### config.mk
export PLATFORM = sky130hd
export DESIGN_NAME = nibble_serial_add_ctrl_flat
export DESIGN_NICKNAME = d
export VERILOG_FILES = /design/src/rtl/nibble_serial_add_ctrl_pkg.sv /design/src/rtl/nibble_serial_add_ctrl_if.sv /design/src/rtl/nibble_serial_add_ctrl_adder4_slice.sv /design/src/rtl/nibble_serial_add_ctrl.sv /design/src/flat_wrapper.sv
export SDC_FILE = /design/constraint.sdc
export NUM_CORES = 1
export LEC_CHECK = 0
export BUFFER_PORTS_ARGS = -buffer_cell sky130_fd_sc_hd__buf_4
export CORE_MARGIN = 2
export CORE_UTILIZATION = 57
export DETAILED_ROUTE_END_ITERATION = 16
export PLACE_DENSITY = 0.84
export SYNTH_ARGS = -nofsm -noshare
export SYNTH_HDL_FRONTEND = slang
export SYNTH_SLANG_ARGS = --single-unit
### constraint.sdc
create_clock -name clk -period 8.22 [get_ports clk]
set_input_delay 1.644 -clock clk [delete_from_list [all_inputs] [get_ports clk]]
set_output_delay 1.644 -clock clk [all_outputs]
set_load 0.02 [all_outputs]
### src/rtl/nibble_serial_add_ctrl_pkg.sv
// Shared types and constants for the nibble-serial adder controller.
package add_ctrl_pkg;

    localparam int unsigned SLICE_W         = 4;
    localparam int unsigned NIBBLES_DEFAULT = 4;

    typedef enum logic [1:0] {
        StIdle = 2'd0,
        StRun  = 2'd1,
        StDone = 2'd2
    } state_e;

endpackage

### src/rtl/nibble_serial_add_ctrl_if.sv
// Request/response bundle between a requester (master) and the serial adder (slave).
interface nibble_serial_add_ctrl_if #(
    parameter int unsigned NIBBLES = add_ctrl_pkg::NIBBLES_DEFAULT
) ();

    localparam int unsigned W = add_ctrl_pkg::SLICE_W * NIBBLES;

    logic         in_valid;
    logic         in_ready;
    logic [W-1:0] in_a;
    logic [W-1:0] in_b;
    logic         in_cin;
    logic         in_sub;
    logic         out_valid;
    logic         out_ready;
    logic [W-1:0] out_sum;
    logic         out_cout;
    logic         out_ovf;
    logic         busy;

    modport master (
        output in_valid, in_a, in_b, in_cin, in_sub, out_ready,
        input  in_ready, out_valid, out_sum, out_cout, out_ovf, busy
    );

    modport slave (
        input  in_valid, in_a, in_b, in_cin, in_sub, out_ready,
        output in_ready, out_valid, out_sum, out_cout, out_ovf, busy
    );

endinterface

### src/rtl/nibble_serial_add_ctrl_adder4_slice.sv
// Combinational 4-bit ripple-carry slice; c_msb is the carry into the top bit.
module adder4_slice
    import add_ctrl_pkg::*;
(
    input  logic [SLICE_W-1:0] a,
    input  logic [SLICE_W-1:0] b,
    input  logic               cin,
    output logic [SLICE_W-1:0] sum,
    output logic               cout,
    output logic               c_msb
);

    logic [SLICE_W:0] c;

    always_comb begin
        c    = '0;
        sum  = '0;
        c[0] = cin;
        for (int i = 0; i < SLICE_W; i++) begin
            sum[i]   = a[i] ^ b[i] ^ c[i];
            c[i + 1] = (a[i] & b[i]) | (c[i] & (a[i] ^ b[i]));
        end
    end

    assign cout  = c[SLICE_W];
    assign c_msb = c[SLICE_W-1];

endmodule

### src/rtl/nibble_serial_add_ctrl.sv
// Nibble-serial add/subtract: one 4-bit slice reused LSB-first over NIBBLES cycles,
// with valid/ready handshakes on both sides.
module nibble_serial_add_ctrl
    import add_ctrl_pkg::*;
#(
    parameter int unsigned NIBBLES = NIBBLES_DEFAULT
) (
    input logic                     clk,
    input logic                     rst,
    nibble_serial_add_ctrl_if.slave bus
);

    localparam int unsigned IdxW = (NIBBLES > 1) ? $clog2(NIBBLES) : 1;
    localparam logic [IdxW-1:0] LastIdx = IdxW'(NIBBLES - 1);

    typedef logic [NIBBLES-1:0][SLICE_W-1:0] word_t;

    state_e          state_q, state_d;
    logic [IdxW-1:0] idx_q, idx_d;
    logic            carry_q, carry_d;
    word_t           a_q, a_d;
    word_t           b_q, b_d;
    word_t           sum_q, sum_d;
    logic            cout_q, cout_d;
    logic            ovf_q, ovf_d;

    word_t              in_a_n, in_b_n;
    logic [SLICE_W-1:0] slice_sum;
    logic               slice_cout;
    logic               slice_c_msb;

    assign in_a_n = bus.in_a;
    assign in_b_n = bus.in_b;

    adder4_slice u_slice (
        .a     (a_q[idx_q]),
        .b     (b_q[idx_q]),
        .cin   (carry_q),
        .sum   (slice_sum),
        .cout  (slice_cout),
        .c_msb (slice_c_msb)
    );

    always_comb begin
        state_d = state_q;
        idx_d   = idx_q;
        carry_d = carry_q;
        a_d     = a_q;
        b_d     = b_q;
        sum_d   = sum_q;
        cout_d  = cout_q;
        ovf_d   = ovf_q;

        unique case (state_q)
            StIdle: begin
                if (bus.in_valid) begin
                    // Subtract as A + ~B + 1; in_cin is irrelevant then.
                    a_d     = in_a_n;
                    b_d     = bus.in_sub ? ~in_b_n : in_b_n;
                    carry_d = bus.in_sub ? 1'b1 : bus.in_cin;
                    idx_d   = '0;
                    sum_d   = '0;
                    cout_d  = 1'b0;
                    ovf_d   = 1'b0;
                    state_d = StRun;
                end
            end
            StRun: begin
                sum_d[idx_q] = slice_sum;
                carry_d      = slice_cout;
                if (idx_q == LastIdx) begin
                    cout_d  = slice_cout;
                    ovf_d   = slice_c_msb ^ slice_cout;
                    state_d = StDone;
                end else begin
                    idx_d = idx_q + 1'b1;
                end
            end
            StDone: begin
                if (bus.out_ready) begin
                    state_d = StIdle;
                end
            end
            default: state_d = StIdle;
        endcase
    end

    always_ff @(posedge clk) begin
        if (rst) begin
            state_q <= StIdle;
            idx_q   <= '0;
            carry_q <= 1'b0;
            a_q     <= '0;
            b_q     <= '0;
            sum_q   <= '0;
            cout_q  <= 1'b0;
            ovf_q   <= 1'b0;
        end else begin
            state_q <= state_d;
            idx_q   <= idx_d;
            carry_q <= carry_d;
            a_q     <= a_d;
            b_q     <= b_d;
            sum_q   <= sum_d;
            cout_q  <= cout_d;
            ovf_q   <= ovf_d;
        end
    end

    assign bus.in_ready  = (state_q == StIdle);
    assign bus.out_valid = (state_q == StDone);
    assign bus.busy      = (state_q != StIdle);
    assign bus.out_sum   = sum_q;
    assign bus.out_cout  = cout_q;
    assign bus.out_ovf   = ovf_q;

endmodule

### src/flat_wrapper.sv
// flat-port wrapper written by rule: the top's interface ports become plain ports
module nibble_serial_add_ctrl_flat import add_ctrl_pkg::*;
#(
    parameter int unsigned NIBBLES = NIBBLES_DEFAULT
)
  (clk, rst, bus_in_valid, bus_in_a, bus_in_b, bus_in_cin, bus_in_sub, bus_out_ready, bus_in_ready, bus_out_valid, bus_out_sum, bus_out_cout, bus_out_ovf, bus_busy);
  nibble_serial_add_ctrl_if #(.NIBBLES(NIBBLES)) bus_i ();
  input logic clk;
  input logic rst;
  input wire logic [$bits(bus_i.in_valid)-1:0] bus_in_valid;
  input wire logic [$bits(bus_i.in_a)-1:0] bus_in_a;
  input wire logic [$bits(bus_i.in_b)-1:0] bus_in_b;
  input wire logic [$bits(bus_i.in_cin)-1:0] bus_in_cin;
  input wire logic [$bits(bus_i.in_sub)-1:0] bus_in_sub;
  input wire logic [$bits(bus_i.out_ready)-1:0] bus_out_ready;
  output wire logic [$bits(bus_i.in_ready)-1:0] bus_in_ready;
  output wire logic [$bits(bus_i.out_valid)-1:0] bus_out_valid;
  output wire logic [$bits(bus_i.out_sum)-1:0] bus_out_sum;
  output wire logic [$bits(bus_i.out_cout)-1:0] bus_out_cout;
  output wire logic [$bits(bus_i.out_ovf)-1:0] bus_out_ovf;
  output wire logic [$bits(bus_i.busy)-1:0] bus_busy;
  assign bus_i.in_valid = bus_in_valid;
  assign bus_i.in_a = bus_in_a;
  assign bus_i.in_b = bus_in_b;
  assign bus_i.in_cin = bus_in_cin;
  assign bus_i.in_sub = bus_in_sub;
  assign bus_i.out_ready = bus_out_ready;
  assign bus_in_ready = bus_i.in_ready;
  assign bus_out_valid = bus_i.out_valid;
  assign bus_out_sum = bus_i.out_sum;
  assign bus_out_cout = bus_i.out_cout;
  assign bus_out_ovf = bus_i.out_ovf;
  assign bus_busy = bus_i.busy;
  nibble_serial_add_ctrl #(.NIBBLES(NIBBLES)) u_core (.clk(clk), .rst(rst), .bus(bus_i));
endmodule
==> flow_metrics.env, run 1 <==
export IMPL_drt_total_wl_mm=4.870
export IMPL_peakVddDrop_mv=0.1058
export IMPL_yosysTopAreaCellShare_pct=43.87
export IMPL_start_util_pct=58.45
export IMPL_synth_distinct_cells=27
export IMPL_startpoint_type="flop"
export IMPL_yosys_warnings=0
export IMPL_place_hpwl_mm=3.504
export IMPL_grt_overflow_total=0
export IMPL_root_buffer="clkbuf_8"
export IMPL_p_leak_nw=1.167
export IMPL_crit_path_cell_trace="mux4_2, inv_1, fa_1, inv_1, fa_1, inv_1, fa_1, inv_1, fa_1, xor2_1, o32ai_1"
export IMPL_synth_avg_cell_area_sq_um=9.436
export IMPL_clk_pin_slew_ns=0.10
export IMPL_drtIter0Drc=143
export IMPL_rsz0062_at_grt="false"
export IMPL_fmax_mhz=312.7
export IMPL_worstPathRequired_ns=8.43
export IMPL_post_cts_resized=0
export IMPL_wl_per_cell_microns=13.34
export IMPL_clock_skew_ns=0.01205
export IMPL_fin_crit_ns=3.198
export IMPL_slew_headroom_pct=51.60
export IMPL_rows=24
export IMPL_layout_cells_non_filler=365
export IMPL_nets=358
export IMPL_syn_nets=312
export IMPL_cpMaxStageDelayCell="dfxtp_1"
export IMPL_die_h_microns=70.36
export IMPL_syn2layout_area_growth_pct=20.39
export IMPL_grt_max_degree=65
export IMPL_die_width_microns=70.36
export IMPL_avgViaCountPerCell=5.362
export IMPL_drive_gt1_share_pct=25.88
export IMPL_synthTopCellsByArea="dfxtp_1, mux4_2, o32ai_1"
export IMPL_dp_cells=357
export IMPL_cp_slowest_stage_delay_ns=0.74
export IMPL_cts_setup_buffers=0
export IMPL_clock_sinks=55
export IMPL_fill_cells=334
export IMPL_vias=1957
export IMPL_setup_violations=0
export IMPL_fin_tns_setup_ns=0
export IMPL_io_pins=59
export IMPL_grt_usage_pct=20.74
export IMPL_die_area_sq_um=4950
export IMPL_power_density_nw_per_um2=176.2
export IMPL_fin_crit_sh_pct=38.90
export IMPL_n_antenna_cell=0
export IMPL_clock_path_buffers=2
export IMPL_htreeDepth=2
export IMPL_hp_class="reg2reg"
export IMPL_finalPower_mw=0.5323
export IMPL_cts_made_buffers=5
export IMPL_antenna_found_initial=0
export IMPL_crit_arrival_ns=3.40
export IMPL_worst_path_max_fanout=12
export IMPL_worst_pin_slew_ns=0.7261
export IMPL_grt_pass1_wl_mm=8.383
export IMPL_grt_pass1_vias=1837
export IMPL_cts_hold_buf=0
export IMPL_place_congestion=0.7996
export IMPL_maxSlewViolCount=0
export IMPL_drtPass1Iterations=4
export IMPL_syn_inst=266
export IMPL_core_region_area_sq_um=4294
export IMPL_cts_tree="yes"
export IMPL_insertion_delay_ns=0.30
export IMPL_cap_violations=0
export IMPL_worstSetupPathType="reg2reg"
export IMPL_port_buffer_count=58
export IMPL_synth_area_sq_um=2510
export IMPL_ys_seq_area_share_pct=43.87
export IMPL_finalHoldViolations=0
export IMPL_drc=0
export IMPL_antenna_left=0
export IMPL_synth_seq_cells=55
export IMPL_status="completed"
export IMPL_cp_end_kind="flop"
export IMPL_netlist_top_cell_by_area="dfxtp_1"
export IMPL_hold_ws_ns=0.4603
==> flip-flops by register name, indices dropped and copies added, names as in the netlist <==
name / flops
u_core.idx_q: 2
u_core.bus.out_sum: 16
u_core.a_q: 16
u_core.bus.out_cout: 1
u_core.bus.out_ovf: 1
u_core.state_q: 2
u_core.carry_q: 1
u_core.b_q: 16
==> power by group <==
group	leakage, nW	switching [mW]	total, mW	internal, mW
logic	0.676	0.0482	0.0939	0.0457
registers	0.450	0.0119	0.294	0.282
clock network	0.0402	0.0853	0.145	0.0594
==> path summary, 6_finish.rpt <==
kind / startpoint / end / slack [ns] / cells past startpoint
setup reg to reg: u_core.idx_q[0] / u_core.bus.out_ovf / 5.02 / 11
hold / removal: u_core.a_q[10] / u_core.a_q[10] / 0.46 / 2
setup / recovery: u_core.idx_q[0] / u_core.bus.out_ovf / 5.02 / 11
hold reg to reg: u_core.a_q[10] / u_core.a_q[10] / 0.46 / 2
==> area by class of cell <==
class                           instances  area (sq um)  area share [%]
Tap cell                               52         65.06           2.153
Timing Repair Buffer                   59         442.9           14.66
Inverter                               29         108.9           3.602
Clock inverter                          3         20.02          0.6625
Clock buffer                            5         68.82           2.277
Multi-Input combinational cell        162          1215           40.21
Sequential cell                        55          1101           36.44
==> kinds of logic (layout without fill, tap and decap cells) <==
family                     Yosys count  after routing  synth area share, %
DFF                                 55             55                43.87
adders and majority gates            8              8                5.185
muxes                                9              9                7.627
xor gates and xnor gates            17             17                5.932
and+or+nand+nor                     71             71                13.21
AOI/OAI and AO/OA                   57             57                16.20
buffers and inverters               49             96                7.976
==> critical path: cells and delay by family, from the launching register on <==
kind / cells / cell delay (ns)
buffers and inverters: 4 / 0.28
adder cells (fa/ha/maj): 4 / 1.12
multiplexers: 1 / 0.58
AO/OA/AOI/OAI: 1 / 0.22
flip-flops: 1 / 0.74
XOR/XNOR: 1 / 0.16
==> placed cells by master (no fill, tap or decap) <==
cell type | netlist | final
clkbuf_8 | 0 | 5
a211oi_1 | 16 | 16
dfxtp_1 | 55 | 55
a211o_1 | 1 | 1
nand2_1 | 37 | 37
ha_1 | 4 | 4
o21ai_0 | 1 | 1
or3b_1 | 2 | 2
fa_1 | 4 | 4
xor2_1 | 1 | 1
or2_2 | 3 | 3
clkinvlp_4 | 0 | 2
nor3b_4 | 0 | 1
inv_1 | 29 | 29
mux2_2 | 1 | 1
clkinv_2 | 0 | 1
nor2b_1 | 1 | 1
o32ai_1 | 20 | 20
a21oi_1 | 18 | 18
o31ai_1 | 1 | 1
or3_1 | 1 | 1
mux4_2 | 8 | 8
nor2_1 | 16 | 16
xnor2_1 | 16 | 16
buf_4 | 1 | 59
nand3b_1 | 3 | 3
nand3b_2 | 1 | 1
nand2b_1 | 6 | 6
==> layer usage <==
| layer | track usage, % | vias up | wire [microns] |
|---|---|---|---|
| li1 | - | 1000 | - |
| met1 | 28.54 | 898 | 2268 |
| met2 | 32.60 | 54 | 2300 |
| met3 | 4.185 | 5 | 267 |
| met4 | 7.051 | 0 | 34 |
| met5 | 0 | - | 0 |
==> synthesized netlist by cell type <==
cell type / n
o31ai_1: 1
xnor2_1: 16
or3b_1: 2
nor3b_2: 1
nand2_1: 37
fa_1: 4
buf_4: 1
or2_2: 3
nor2_1: 16
a211o_1: 1
ha_1: 4
nand3b_2: 1
dfxtp_1: 55
or3_1: 1
nor2b_1: 1
mux2_2: 1
nand2b_1: 6
xor2_1: 1
o21ai_0: 1
nand3b_1: 3
a211oi_1: 16
inv_1: 29
mux4_2: 8
o32ai_1: 20
buf_2: 10
a21oi_1: 18
clkbuf_1: 9
==> per-stage QoR <==
step	setup slack, ns	instance area (sq um)	utilization, %
floorplan	5.387	2510	-
global placement	5.142	2933	68.30
detailed placement	5.034	2933	68.30
CTS	4.998	3022	70.37
global route	4.785	3022	70.37
finish	5.022	3022	70.37
(Power assumes the default switching activity.)
==> run 2: changes to the inputs <==
- ABC_AREA: not set -> 1
- CORE_UTILIZATION: 57 -> 49
- PLACE_DENSITY: 0.84 -> 0.76
- clock period: 8.22 -> 2.6 ns (I/O delays scaled with it)
==> run 2 against run 1 <==
Synthesized cell count grew 39%. Register-to-register slack got worse by 5.0 ns. Clock skew decreased by 0.0044 ns. Global-route usage about the same. Routed wire length rose by 26%. Worst hold slack worse by 0.0073 ns. Count of clock-buffer cells in the layout rose by 1.
==> flow_metrics.env, run 2 <==
export IMPL_ys_seq_area_share_pct=41.33
export IMPL_wl_per_cell_microns=12.29
export IMPL_worstPathRequired_ns=2.85
export IMPL_drive_gt1_share_pct=25.52
export IMPL_syn2layout_area_growth_pct=26.30
export IMPL_final_common_cell="nor2_1"
export IMPL_startpoint_type="flop"
export IMPL_place_hpwl_mm=4.325
export IMPL_drtPass1Iterations=4
export IMPL_setup_violations=0
export IMPL_fin_crit_ns=2.596
export IMPL_cpMaxStageDelayCell="fa_2"
export IMPL_place_congestion=0.8622
export IMPL_p_sw_mw=0.6259
export IMPL_crit_arrival_ns=2.85
export IMPL_yosysMostFrequentCell="nor2_1"
export IMPL_syn_nets=415
export IMPL_core_region_area_sq_um=5172
export IMPL_synth_avg_cell_area_sq_um=7.219
export IMPL_swShare_pct=30.34
export IMPL_cts_hold_buf=0
export IMPL_cp_common_cell="fa_2"
export IMPL_die_h_microns=77.73
export IMPL_synthTopCellsByArea="dfxtp_1, nor2_1, nand2_1"
export IMPL_syn_inst=369
export IMPL_synthTopCellsByCount="nor2_1, nand2_1, dfxtp_1"
export IMPL_grt_overflow_total=0
export IMPL_finalPower_mw=2.063
export IMPL_rsz0062_at_grt="true"
export IMPL_insertion_delay_ns=0.31
export IMPL_drc=0
export IMPL_critical_path_buf_inv_count=4
export IMPL_cell_internal_pwr_mw=1.437
export IMPL_p_clk_share_pct=28.7
export IMPL_async_flop_share_pct=0
export IMPL_synth_area_sq_um=2664
export IMPL_grt_usage_pct=20.71
export IMPL_final_cell_mix="nor2_1, buf_4, nand2_1"
export IMPL_htreeDepth=2
export IMPL_rrSetupSlack_ns=0.004
export IMPL_netlist_top_cell_by_area="dfxtp_1"
export IMPL_slew_headroom_pct=69.59
export IMPL_io_pins=59
export IMPL_fin_crit_sh_pct=99.84
export IMPL_finalHoldViolations=0
export IMPL_rows=26
export IMPL_critical_path_top_delay_family="adder cells"
export IMPL_comb_power_share_pct=25.4
export IMPL_die_area_sq_um=6042
export IMPL_worst_pin_slew_ns=0.4557
export IMPL_grt_pass1_vias=2313
export IMPL_n_antenna_cell=0
export IMPL_cts_made_buffers=5
export IMPL_drt_total_wl_mm=6.157
export IMPL_port_buffer_count=58
export IMPL_cp_end_kind="flop"
export IMPL_antenna_left=0
export IMPL_ys_flop_type="dfxtp_1"
export IMPL_final_area_sq_um=3364
export IMPL_hp_class="in2reg"
export IMPL_clock_sinks=55
export IMPL_synth_edff_count=0
export IMPL_p_leak_nw=1.507
export IMPL_fill_cells=449
export IMPL_cp_slowest_stage_delay_ns=0.60
export IMPL_cap_violations=0
export IMPL_clk_pin_slew_ns=0.10
export IMPL_die_width_microns=77.73
export IMPL_multi_input_area_sq_um=1400
export IMPL_antenna_found_initial=0
export IMPL_worstSetupPathType="reg2reg"
export IMPL_peakVddDrop_mv=0.3375
export IMPL_start_util_pct=51.50
export IMPL_grt_pass1_wl_mm=10.17
export IMPL_synth_distinct_cells=21
export IMPL_status="completed"
export IMPL_root_buffer="clkbuf_8"
export IMPL_cts_tree="yes"
export IMPL_yosys_warnings=0
export IMPL_fmax_mhz=385.2
export IMPL_yosysTopAreaCellShare_pct=41.33
export IMPL_clock_skew_ns=0.007634
export IMPL_nets=476
export IMPL_synth_seq_cells=55
export IMPL_place_area_sq_um=3142
export IMPL_maxSlewViolCount=0
export IMPL_regArea_sq_um=1102
export IMPL_sequentialPowerShare_pct=45.9
export IMPL_vias=2491
export IMPL_clock_path_buffers=2
export IMPL_worst_path_max_fanout=7
export IMPL_crit_path_cell_trace="buf_6, o21ai_2, nor2_1, a21oi_2, fa_2, inv_2, fa_2, inv_2, fa_2, inv_2, fa_2, nand3_2, a21oi_2"
export IMPL_power_density_nw_per_um2=613.1
export IMPL_avgViaCountPerCell=4.972
export IMPL_drtIter0Drc=210
export IMPL_grt_max_degree=39
[run 2: cell types whose count changed after synthesis, sizes merged, moves of 5 or more]
cell    previous run  this run
a211oi            16         0
a21oi             18        25
inv               29        24
mux4               8         0
nand2             37        61
nand2b             6         0
nand3              0        32
nor2              16        88
o21ai              1        34
o32ai             20         0
[run 2: cell families after synthesis]
| kind of cell | share of synthesized area [%] |
|---|---|
| simple gates | 27.48 |
| compound gates | 12.02 |
| flops | 41.33 |
| buf+inv | 9.018 |
| xor+xnor | 5.261 |
| fa+ha+maj | 4.885 |
[run 2: routing by layer]
metal  part of all wire, %  vias up  global-route usage (%)
li1                      -     1287                       -
met1                    45     1123                   25.26
met2                    49       70                   36.21
met3                   5.0       11                   4.651
met4                   1.4        0                   6.250
met5                     0        -                       0
[run 2: area by class of cell]
type / instances / share of cell area [%]
multi-input cells: 268 / 41.61
flip-flops and latches: 55 / 32.76
repair buffers: 74 / 16.62
inverters: 26 / 2.901
well taps: 70 / 2.603
clock buffers: 6 / 2.454
clock inverters: 2 / 1.041
[run 2: final timing paths]
check | cells past startpoint | from | to
worst max-delay path | 13 | u_core.idx_q[0] | u_core.bus.out_sum[11]
worst min-delay path | 3 | bus_in_a[8] | u_core.a_q[8]
worst min register to register | 2 | u_core.a_q[2] | u_core.a_q[2]
worst max register to register | 13 | u_core.idx_q[0] | u_core.bus.out_sum[11]
[run 2: stage by stage]
stage	worst slack [ns]	utilization, %	setup TNS [ns]	hold slack, ns	cells
final	0.004168	65.05	0	0.4530	501
after global routing	-0.09372	65.05	-0.2681	0.4634	501
after CTS	0.01331	64.22	0	0.4518	501
after detailed placement	-0.1142	60.74	-0.4478	0.4704	490
after global placement	0.002292	60.74	0	0.4509	490
after floorplan	0.01018	-	0	0.4248	369
[run 2: power groups by stage]
stage	Clock (mW)	Sequential, mW	Combinational, mW
floorplan	0	0.963	0.318
global placement	0	0.960	0.462
global route	0.630	0.952	0.584
CTS	0.594	0.943	0.505
finish	0.593	0.947	0.523
detailed placement	0	0.961	0.473
[run 2: worst reg2reg max path, delay by kind of cell (launching register included)]
| kind | cells | cell delay (ns) |
|---|---|---|
| compound gates | 3 | 0.39 |
| simple gates | 2 | 0.15 |
| flops | 1 | 0.34 |
| buf+inv | 4 | 0.28 |
| fa+ha+maj | 4 | 1.38 |
[run 2: what timing repair did]
action / 4_1_cts / 5_1_grt
pin swaps: 5 / 11
setup buffers: 3 / 0
endpoints found under the setup margin: 5 / 6
gates resized for setup: 18 / 15
==> run 3: changes to the inputs <==
- CORE_UTILIZATION: 49 -> 58
- PLACE_DENSITY: 0.76 -> 0.85
- SLEW_MARGIN: not set -> 20
- clock period: 2.6 -> 3.06 ns (I/O delays scaled with it)
==> run 3 against run 2 <==
Worst hold slack gained 0.012 ns. Utilization grew 6.5 points. Total power shrank 24%. Die area shrank 15%. Register-to-register slack gained 0.29 ns. Worst setup slack gained 0.29 ns. Clock skew shrank 0.0013 ns. Critical endpoint unchanged. Highest routed layer unchanged.
==> flow_metrics.env, run 3 (same netlist as run 2, synthesis figures left out) <==
export IMPL_drtPass1Iterations=4
export IMPL_cts_made_buffers=5
export IMPL_critical_path_buf_inv_count=4
export IMPL_hold_ws_ns=0.4650
export IMPL_core_region_area_sq_um=4384
export IMPL_drive_gt1_share_pct=17.66
export IMPL_clock_path_buffers=2
export IMPL_cts_setup_buffers=0
export IMPL_wl_per_cell_microns=12.37
export IMPL_top_usage_layer="met2"
export IMPL_io_pins=59
export IMPL_fin_tns_setup_ns=0
export IMPL_gr_usage_met3_pct=5.204
export IMPL_startpoint_type="flop"
export IMPL_cell_internal_pwr_mw=1.082
export IMPL_swShare_pct=31.09
export IMPL_grt_pass1_vias=2185
export IMPL_die_area_sq_um=5151
export IMPL_cts_tree="yes"
export IMPL_cpMaxStageDelayCell="fa_1"
export IMPL_p_leak_nw=1.422
export IMPL_worstSetupPathType="reg2reg"
export IMPL_grt_use_met1_pct=30.12
export IMPL_die_h_microns=71.77
export IMPL_worst_path_max_fanout=23
export IMPL_sequentialPowerShare_pct=51.1
export IMPL_die_width_microns=71.77
export IMPL_worstPathRequired_ns=3.27
export IMPL_fin_crit_ns=2.765
export IMPL_grt_pass1_wl_mm=9.604
export IMPL_cp_common_cell="fa_1"
export IMPL_worst_pin_slew_ns=0.7075
export IMPL_drt_total_wl_mm=5.825
export IMPL_cap_violations=0
export IMPL_fin_crit_sh_pct=90.35
export IMPL_root_buffer="clkbuf_8"
export IMPL_antenna_found_initial=0
export IMPL_power_density_nw_per_um2=500.6
export IMPL_clock_skew_ns=0.006346
export IMPL_nets=464
export IMPL_place_hpwl_mm=4.085
export IMPL_port_buffer_count=58
export IMPL_crit_arrival_ns=2.97
export IMPL_post_cts_resized=0
export IMPL_cp_end_kind="flop"
export IMPL_maxSlewViolCount=0
export IMPL_syn2layout_area_growth_pct=17.80
export IMPL_slew_headroom_pct=52.76
export IMPL_status="completed"
export IMPL_htreeDepth=2
export IMPL_finalHoldViolations=0
export IMPL_clk_pin_slew_ns=0.09
export IMPL_comb_power_share_pct=24.4
export IMPL_final_cell_mix="nor2_1, buf_4, nand2_1"
export IMPL_place_congestion=0.9002
export IMPL_vias=2461
export IMPL_p_clk_share_pct=24.5
export IMPL_cts_hold_buf=0
export IMPL_grt_max_degree=48
export IMPL_rsz0062_at_grt="false"
export IMPL_critical_path_top_delay_family="adder cells"
export IMPL_grt_overflow_total=0
export IMPL_grt_usage_pct=23.72
export IMPL_rows=24
export IMPL_antenna_left=0
export IMPL_peakVddDrop_mv=0.2640
export IMPL_hp_class="reg2reg"
export IMPL_grt_util_met2_pct=38.17
export IMPL_cp_slowest_stage_delay_ns=0.47
export IMPL_final_common_cell="nor2_1"
export IMPL_n_antenna_cell=0
export IMPL_drtIter0Drc=203
export IMPL_insertion_delay_ns=0.31
export IMPL_drc=0
export IMPL_crit_path_cell_trace="buf_4, o21ai_0, nor2_1, a21oi_1, fa_1, inv_1, fa_1, inv_1, fa_1, inv_1, fa_1, nand3_1, a21oi_1"
export IMPL_avgViaCountPerCell=5.225
export IMPL_p_sw_mw=0.4884
export IMPL_start_util_pct=60.76
export IMPL_clock_sinks=55
export IMPL_fill_cells=364
export IMPL_setup_violations=0
export IMPL_fmax_mhz=361.7
[run 3: cell count changes in the layout (fill, tap and decap cells not counted), moves of 2 or more]
cell | previous run | this run
a21oi_2 | 5 | 0
o22ai_1 | 2 | 4
clkbuf_1 | 0 | 2
nand2_1 | 58 | 60
buf_4 | 72 | 62
a21oi_1 | 20 | 25
inv_1 | 20 | 23
o22ai_2 | 2 | 0
o21ai_0 | 27 | 33
nand2_2 | 3 | 1
o21ai_2 | 4 | 0
fa_1 | 0 | 4
inv_2 | 5 | 1
fa_2 | 4 | 0
[run 3: layer usage]
metal | vias up | share of wire [%]
li1 | 1266 | -
met1 | 1077 | 43
met4 | 0 | 1.9
met5 | - | 0
met3 | 10 | 7.0
met2 | 108 | 48
[run 3: power groups by stage]
stage	logic, mW	registers, mW	clock network, mW
after CTS	0.382	0.801	0.394
after detailed placement	0.380	0.818	0
after global routing	0.435	0.810	0.416
after floorplan	0.269	0.819	0
after global placement	0.369	0.817	0
final	0.384	0.803	0.384
[run 3: worst reg2reg max path, stage by stage, from the launching register on]
cell and delay, ns:
dfxtp_1 0.34, buf_4 0.23, o21ai_0 0.12, nor2_1 0.13, a21oi_1 0.08, fa_1 0.39
inv_1 0.07, fa_1 0.15, inv_1 0.05, fa_1 0.38, inv_1 0.10, fa_1 0.47
nand3_1 0.11, a21oi_1 0.06
[run 3: path summary, 6_finish.rpt]
check                                     start                      to  slack [ns]  cells past startpoint
worst max-delay path            u_core.idx_q[0]  u_core.bus.out_sum[11]        0.30                     13
worst min-delay path              u_core.a_q[0]           u_core.a_q[0]        0.47                      2
worst min register to register    u_core.a_q[0]           u_core.a_q[0]        0.47                      2
worst max register to register  u_core.idx_q[0]  u_core.bus.out_sum[11]        0.30                     13
[run 3: layout make-up]
cell class | instances | area [sq um] | share of cell area (%)
Multi-Input combinational cell | 268 | 1323 | 42.15
Clock buffer | 7 | 76.32 | 2.432
Tap cell | 52 | 65.06 | 2.073
Clock inverter | 1 | 5.005 | 0.1595
Sequential cell | 55 | 1102 | 35.13
Timing Repair Buffer | 62 | 465.4 | 14.83
Inverter | 26 | 101.3 | 3.230
[run 3: per-stage QoR]
stage / std cells / utilization (%) / setup WS [ns] / instance area [sq um] / power, mW
floorplan: 369 / - / 0.3838 / 2664 / 1.088
global placement: 463 / 69.61 / 0.3211 / 3052 / 1.186
detailed placement: 463 / 69.61 / 0.1869 / 3052 / 1.198
CTS: 471 / 71.46 / 0.1359 / 3133 / 1.577
global route: 471 / 71.58 / 0.04353 / 3138 / 1.660
finish: 471 / 71.58 / 0.2953 / 3138 / 1.571
